**src/rtl/pipe_pkg.sv**
```systemverilog
// Shared pipeline definitions for the fetch stage.
//   XLEN             : architectural register / address width
//   INSN_BYTES       : size of one instruction, the sequential PC step
//   RESET_PC_DEFAULT : default fetch address after reset
//   pc_state_e       : fetch-controller states (BOOT, FETCH, HALT)
package pipe_pkg;

    localparam int XLEN       = 32;
    localparam int INSN_BYTES = 4;

    localparam logic [XLEN-1:0] RESET_PC_DEFAULT = 32'h0000_0000;

    typedef enum logic [1:0] {
        BOOT  = 2'd0,
        FETCH = 2'd1,
        HALT  = 2'd2
    } pc_state_e;

    // A redirect target is usable only if it lands on an instruction boundary.
    function automatic logic is_aligned(input logic [XLEN-1:0] addr);
        return addr[1:0] == 2'b00;
    endfunction

endpackage

```
**src/rtl/pc_ctrl.sv**
```systemverilog
// Fetch-stage program-counter controller.
// Owns the fetch PC and sequences it against the instruction-memory
// request/grant handshake, hazard stalls and EX-stage redirects.
//
// Ports:
//   clk          in   system clock, all state on rising edge
//   rst          in   asynchronous, active-high reset
//   stall        in   hazard stall: hold PC, suppress request
//   redirect     in   EX-stage taken branch/jump
//   redirect_pc  in   redirect target, valid with redirect
//   imem_gnt     in   memory accepts imem_addr this cycle
//   imem_req     out  fetch request
//   imem_addr    out  fetch address (= current PC)
//   if_valid     out  instruction at if_pc accepted this cycle
//   if_pc        out  PC of the accepted fetch (0 when if_valid=0)
//   flush        out  registered one-cycle pulse after a redirect
//   halted       out  sticky, set by a misaligned redirect
//   fetch_cnt    out  number of accepted fetches (wraps silently)
module pc_ctrl
    import pipe_pkg::*;
#(
    parameter logic [XLEN-1:0] RESET_PC = RESET_PC_DEFAULT,
    parameter int              CNT_W    = 32
) (
    input  logic             clk,
    input  logic             rst,
    input  logic             stall,
    input  logic             redirect,
    input  logic [XLEN-1:0]  redirect_pc,
    input  logic             imem_gnt,
    output logic             imem_req,
    output logic [XLEN-1:0]  imem_addr,
    output logic             if_valid,
    output logic [XLEN-1:0]  if_pc,
    output logic             flush,
    output logic             halted,
    output logic [CNT_W-1:0] fetch_cnt
);

    pc_state_e        state_q, state_d;
    logic [XLEN-1:0]  pc_q,    pc_d;
    logic             flush_q, flush_d;
    logic             halted_q, halted_d;
    logic [CNT_W-1:0] cnt_q,   cnt_d;

    // Handshake outputs are combinational so a grant advances the PC with
    // single-cycle latency. A redirect suppresses the request, which is what
    // discards any grant arriving in the same cycle.
    assign imem_req  = (state_q == FETCH) && !stall && !redirect;
    assign imem_addr = pc_q;
    assign if_valid  = imem_req && imem_gnt;
    assign if_pc     = if_valid ? pc_q : '0;

    assign flush     = flush_q;
    assign halted    = halted_q;
    assign fetch_cnt = cnt_q;

    always_comb begin
        // NOTE: every variable gets a default before the case so no path
        // leaves one unassigned, which would infer a latch.
        state_d  = state_q;
        pc_d     = pc_q;
        flush_d  = 1'b0;
        halted_d = halted_q;
        cnt_d    = cnt_q;

        unique case (state_q)
            // Redirects during BOOT are ignored; the first fetch is RESET_PC.
            BOOT: state_d = FETCH;

            FETCH: begin
                if (redirect) begin
                    flush_d = 1'b1;
                    if (is_aligned(redirect_pc)) begin
                        pc_d = redirect_pc;
                    end else begin
                        state_d  = HALT;
                        halted_d = 1'b1;
                    end
                end else if (if_valid) begin
                    // Natural 32-bit overflow wraps 32'hFFFF_FFFC to 0.
                    pc_d  = pc_q + XLEN'(INSN_BYTES);
                    cnt_d = cnt_q + CNT_W'(1);
                end
            end

            HALT: state_d = HALT;

            default: state_d = BOOT;
        endcase
    end

    always_ff @(posedge clk or posedge rst) begin
        if (rst) begin
            state_q  <= BOOT;
            pc_q     <= RESET_PC;
            flush_q  <= 1'b0;
            halted_q <= 1'b0;
            cnt_q    <= '0;
        end else begin
            // NOTE: non-blocking assignments make all registers update from
            // the same pre-edge values, independent of statement order.
            state_q  <= state_d;
            pc_q     <= pc_d;
            flush_q  <= flush_d;
            halted_q <= halted_d;
            cnt_q    <= cnt_d;
        end
    end

endmodule

```
**config.mk**
```make
export PLATFORM = sky130hd
export DESIGN_NAME = pc_ctrl
export DESIGN_NICKNAME = d
export VERILOG_FILES = /design/src/rtl/pipe_pkg.sv /design/src/rtl/pc_ctrl.sv
export SDC_FILE = /design/constraint.sdc
export NUM_CORES = 1
export LEC_CHECK = 0
export BUFFER_PORTS_ARGS = -buffer_cell sky130_fd_sc_hd__buf_2
export CORE_UTILIZATION = 40
export DETAILED_ROUTE_END_ITERATION = 12
export PLACE_DENSITY = 0.66
export SYNTH_ARGS = -nofsm -noshare
export SYNTH_HDL_FRONTEND = slang
export SYNTH_SLANG_ARGS = --single-unit
```
**constraint.sdc**
```tcl
create_clock -name clk -period 6.6 [get_ports clk]
set_clock_uncertainty 0.05 [all_clocks]
set_input_delay 1.32 -clock clk [delete_from_list [all_inputs] [get_ports clk]]
set_output_delay 1.32 -clock clk [all_outputs]
set_load 0.005 [all_outputs]
```
==> results summary <==
The final instance area came out at 5010 um^2. The region available for standard cell placement spans 9820 um^2. Counting flops with a built-in enable in the synthesized netlist gives 0.

The number of DRC violations after detailed routing is 0. The cell with the most instances on the worst path is sky130_fd_sc_hd__buf_2. In this run, the number of DRC markers left after iteration 0 of detailed routing was 182. The overall routing resource usage is 22.4%. When the netlist entered floorplanning its net count stood at 472. The sum of net half-perimeters after detailed placement is 8130 um. 137 I/O pins were placed. The maximum number of pins on one net before global-route repair came out at 69. At the later pin of the worst-skew pair, clock insertion delay measures 0.36 ns. Setup repair after global routing left no endpoint under its margin.

The H-tree was split into 3 levels. The worst path arrival time is 3.41 ns. For this run, the post-layout net count is 596. The number of global-route vias before repair came out at 3598.

The overall power after layout came out at 1.35 mW. For this design the static power due to leakage is 2.46 nW. The final critical delay including setup and external delays came out at 4.78 ns. The flip-flop and latch count after synthesis came out at 68. The run finished with clean final reports. The ratio of cells with drive above 1 in the final layout came out at 32.1%.

The area growth from synthesis to layout came out at 22.7%. The predominant post-synthesis flop cell is sky130_fd_sc_hd__dfrtp_1. The number of fill cells in the layout came out at 992. The switching power came out at 0.516 mW. In this run, placement finished with an instance count of 677.

The detailed-route wire length came out at 11500 um. The total vias in the final route is 3896. The worst max-slew margin expressed relative to the limit came out at 29.3%. The number of detailed-route iterations in the first pass came out at 6. The clock tree from TritonCTS is built.

After global routing the overflow that remains totals 0. The startpoint type of the worst setup path is an input port. Setup violations remaining at the end of the flow were counted as 0.

The classification of the worst-slack hold path is flop to flop. The final-report max-slew violation count is 0. The aggregate negative setup slack is 0 ns. The post-synthesis area per instance is 9.47 um^2. The worst-path cell with the longest stage delay is sky130_fd_sc_hd__inv_1.

The hold violation total from the final report is 0. The routed wire length per instance came out at 16.6 um. The total of buffers placed on input and output ports is 136. The critical path is of the input port to output port type. Traced cell by cell, the critical path runs through buf_2, nand4bb_4, inv_1, and2_2, buf_2.

The final critical-path setup slack is 1.82 ns. The register clock-pin slew on the reported worst setup and hold paths is 0.07 ns. The clock buffer count from CTS came out at 9. The proportion of total power due to net switching came out at 38.1%. The number of antenna-violating nets in the routed design came out at 0.

The worst stage delay on the critical path came out at 0.87 ns. The register area is 1700 um^2. On the final layout, the worst hold slack is 0.428 ns. The share of synthesized flip-flops with an asynchronous set or reset came out at 100%. The clock sink count came out at 68. The clock power share is 27.1%. The area used by multi-input combinational logic came out at 2200 um^2.

The required time at the endpoint of the critical path came out at 5.23 ns. The number of distinct standard cells referenced by the synthesized netlist is 60. The quantity of hold-fixing buffers added after cts came out at 0. Post-CTS repair changed the size of 0 cells. For this run, the top clock speed supported by timing is 0.209 GHz.

The number of antenna violations at the first check in global routing is 1. The area enclosed by the die boundary came out at 10600 um^2. The via-per-instance ratio is 5.61. Dividing the final minimum period by the clock period gives 72.4%. The clock passes through at most 2 buffers. Routability-driven placement finished with a final weighted congestion of 0.807. The max-capacitance violation count came out at 0. The final core utilization came out at 51.0%. The Yosys step of the flow raised 0 warnings.

The post-detailed-placement cell area is 4800 um^2. For this configuration, the core starts out at a cell density of 41.6%. The die boundary height is 103 um. IR analysis of the VDD net gives a maximum drop of 0.000149 V. The count of standard-cell rows came out at 36. For this run, the register share of the synthesized area comes to 41.7%.

The worst slack at placement came out at 1.78 ns. For the pin with the worst max-slew slack, the measured transition is 1.06 ns. Clock tree synthesis selected as its root buffer the cell sky130_fd_sc_hd__clkbuf_8. Power spread over the standard cell area amounts to 270 nW/um^2. The portion of total power attributed to sequential cells is 45.1%. The count of placed standard cells in the final layout, fillers left out is 694. STA classifies the critical path endpoint as an output port. The combinational share of power came out at 27.8%. The number of instances in the synthesized netlist is 431. The number of buffers inserted to repair setup after CTS is 0. The post-synthesis cell area came out at 4080 um^2. The horizontal extent of the die is 103 um.

The largest fanout on the critical path is 45. The first-pass GRT wire length is 18200 um. Internal power comes to 0.837 mW.
[worst max-delay path, delay by kind of cell]
kind	cells	cell delay [ns]
and+or+nand+nor	2	0.74
buffers and inverters	3	1.33
[cells in the final DEF, fill, tap and decap left out, types with 3 or more instances in the layout]
cell type / Yosys / layout
sky130_fd_sc_hd__o21ai_0: 17 / 17
sky130_fd_sc_hd__nand3_1: 17 / 17
sky130_fd_sc_hd__and3_2: 3 / 3
sky130_fd_sc_hd__inv_6: 0 / 4
sky130_fd_sc_hd__xnor2_1: 25 / 25
sky130_fd_sc_hd__nor4_4: 3 / 3
sky130_fd_sc_hd__a21boi_0: 3 / 3
sky130_fd_sc_hd__clkbuf_8: 0 / 9
sky130_fd_sc_hd__xor2_1: 6 / 6
sky130_fd_sc_hd__nand4b_1: 4 / 4
sky130_fd_sc_hd__ha_1: 4 / 4
sky130_fd_sc_hd__and3_1: 8 / 8
sky130_fd_sc_hd__o22a_1: 3 / 3
sky130_fd_sc_hd__o21a_1: 3 / 3
sky130_fd_sc_hd__and4_1: 11 / 11
sky130_fd_sc_hd__a21oi_1: 11 / 11
sky130_fd_sc_hd__nand4_1: 31 / 31
sky130_fd_sc_hd__a31oi_1: 5 / 5
sky130_fd_sc_hd__nor2_1: 33 / 33
sky130_fd_sc_hd__nand2_1: 33 / 33
sky130_fd_sc_hd__a211oi_1: 8 / 8
sky130_fd_sc_hd__nor3_1: 10 / 10
sky130_fd_sc_hd__buf_2: 8 / 136
sky130_fd_sc_hd__o22ai_1: 5 / 5
sky130_fd_sc_hd__inv_1: 11 / 10
sky130_fd_sc_hd__dfrtp_1: 68 / 68
sky130_fd_sc_hd__and2_1: 35 / 35
sky130_fd_sc_hd__a311oi_1: 7 / 7
[layout make-up]
type / count / area share [%]
well taps: 133 / 3.32
clock buffers: 9 / 2.47
repair buffers: 138 / 13.9
flip-flops and latches: 68 / 34.0
inverters: 11 / 0.824
multi-input cells: 327 / 43.9
diodes: 1 / 0.0499
clock inverters: 7 / 1.62
[routing by layer]
layer,GRT usage [%],share of wire (%),vias up
li1,-,-,1827
met1,29.3,43,1890
met2,36.9,48,156
met5,0,0,-
met4,9.21,2.1,0
met3,3.86,6.9,23
[worst paths after layout]
kind / from / endpoint / slack (ns) / cells after the start
max in group asynchronous: rst / flush$_DFF_PP0_ / 4.74 / 3
setup reg to reg: state_q[1]$_DFFE_PP0P_ / imem_addr[30]$_DFFE_PP0P_ / 3.44 / 7
hold / removal: halted$_DFFE_PP0P_ / halted$_DFFE_PP0P_ / 0.43 / 1
hold reg to reg: halted$_DFFE_PP0P_ / halted$_DFFE_PP0P_ / 0.43 / 1
setup / recovery: redirect / if_pc[6] / 1.82 / 5
min in group asynchronous: rst / fetch_cnt[6]$_DFFE_PP0P_ / 1.16 / 3
[synthesized netlist by cell type, drive strengths merged (3+ instances only)]
cell | n | area (um^2)
dfrtp | 68 | 1700
and2 | 36 | 226
nor2 | 34 | 130
nand2 | 33 | 124
nand4 | 33 | 236
xnor2 | 25 | 219
nand3 | 19 | 105
o21ai | 18 | 93.8
buf | 15 | 104
and4 | 13 | 118
a21oi | 11 | 55.1
and3 | 11 | 72.6
inv | 11 | 41.3
clkbuf | 10 | 37.5
nor3 | 10 | 50.1
a211oi | 8 | 60.1
a311oi | 7 | 61.3
nor4 | 6 | 88.8
xor2 | 6 | 52.6
a31oi | 5 | 31.3
o22ai | 5 | 31.3
ha | 4 | 50.1
nand4b | 4 | 35.0
nor3b | 4 | 40.0
a21boi | 3 | 22.5
o21a | 3 | 22.5
o22a | 3 | 26.3
[flip-flops by register name, summed over array words and instances (netlist names)]
name	flops
halted	1
imem_addr	32
state_q	2
flush	1
fetch_cnt	32
[power by group through the flow]
stage / Combinational, mW / Sequential (mW) / Clock (mW)
2_1_floorplan: 0.238 / 0.594 / 0
3_3_place_gp: 0.366 / 0.614 / 0
3_5_place_dp: 0.376 / 0.617 / 0
4_1_cts: 0.378 / 0.609 / 0.375
5_1_grt: 0.420 / 0.628 / 0.394
6_report: 0.376 / 0.611 / 0.366
[cell families after synthesis]
| family | synth area share, % |
|---|---|
| AO/OA/AOI/OAI | 12.4 |
| XOR/XNOR | 6.65 |
| adder cells (fa/ha/maj) | 1.23 |
| buffers and inverters | 4.47 |
| flip-flops | 41.7 |
| multiplexers | 0.766 |
| AND/OR/NAND/NOR | 32.8 |
No activity file was read; power rests on OpenSTA's default activity.
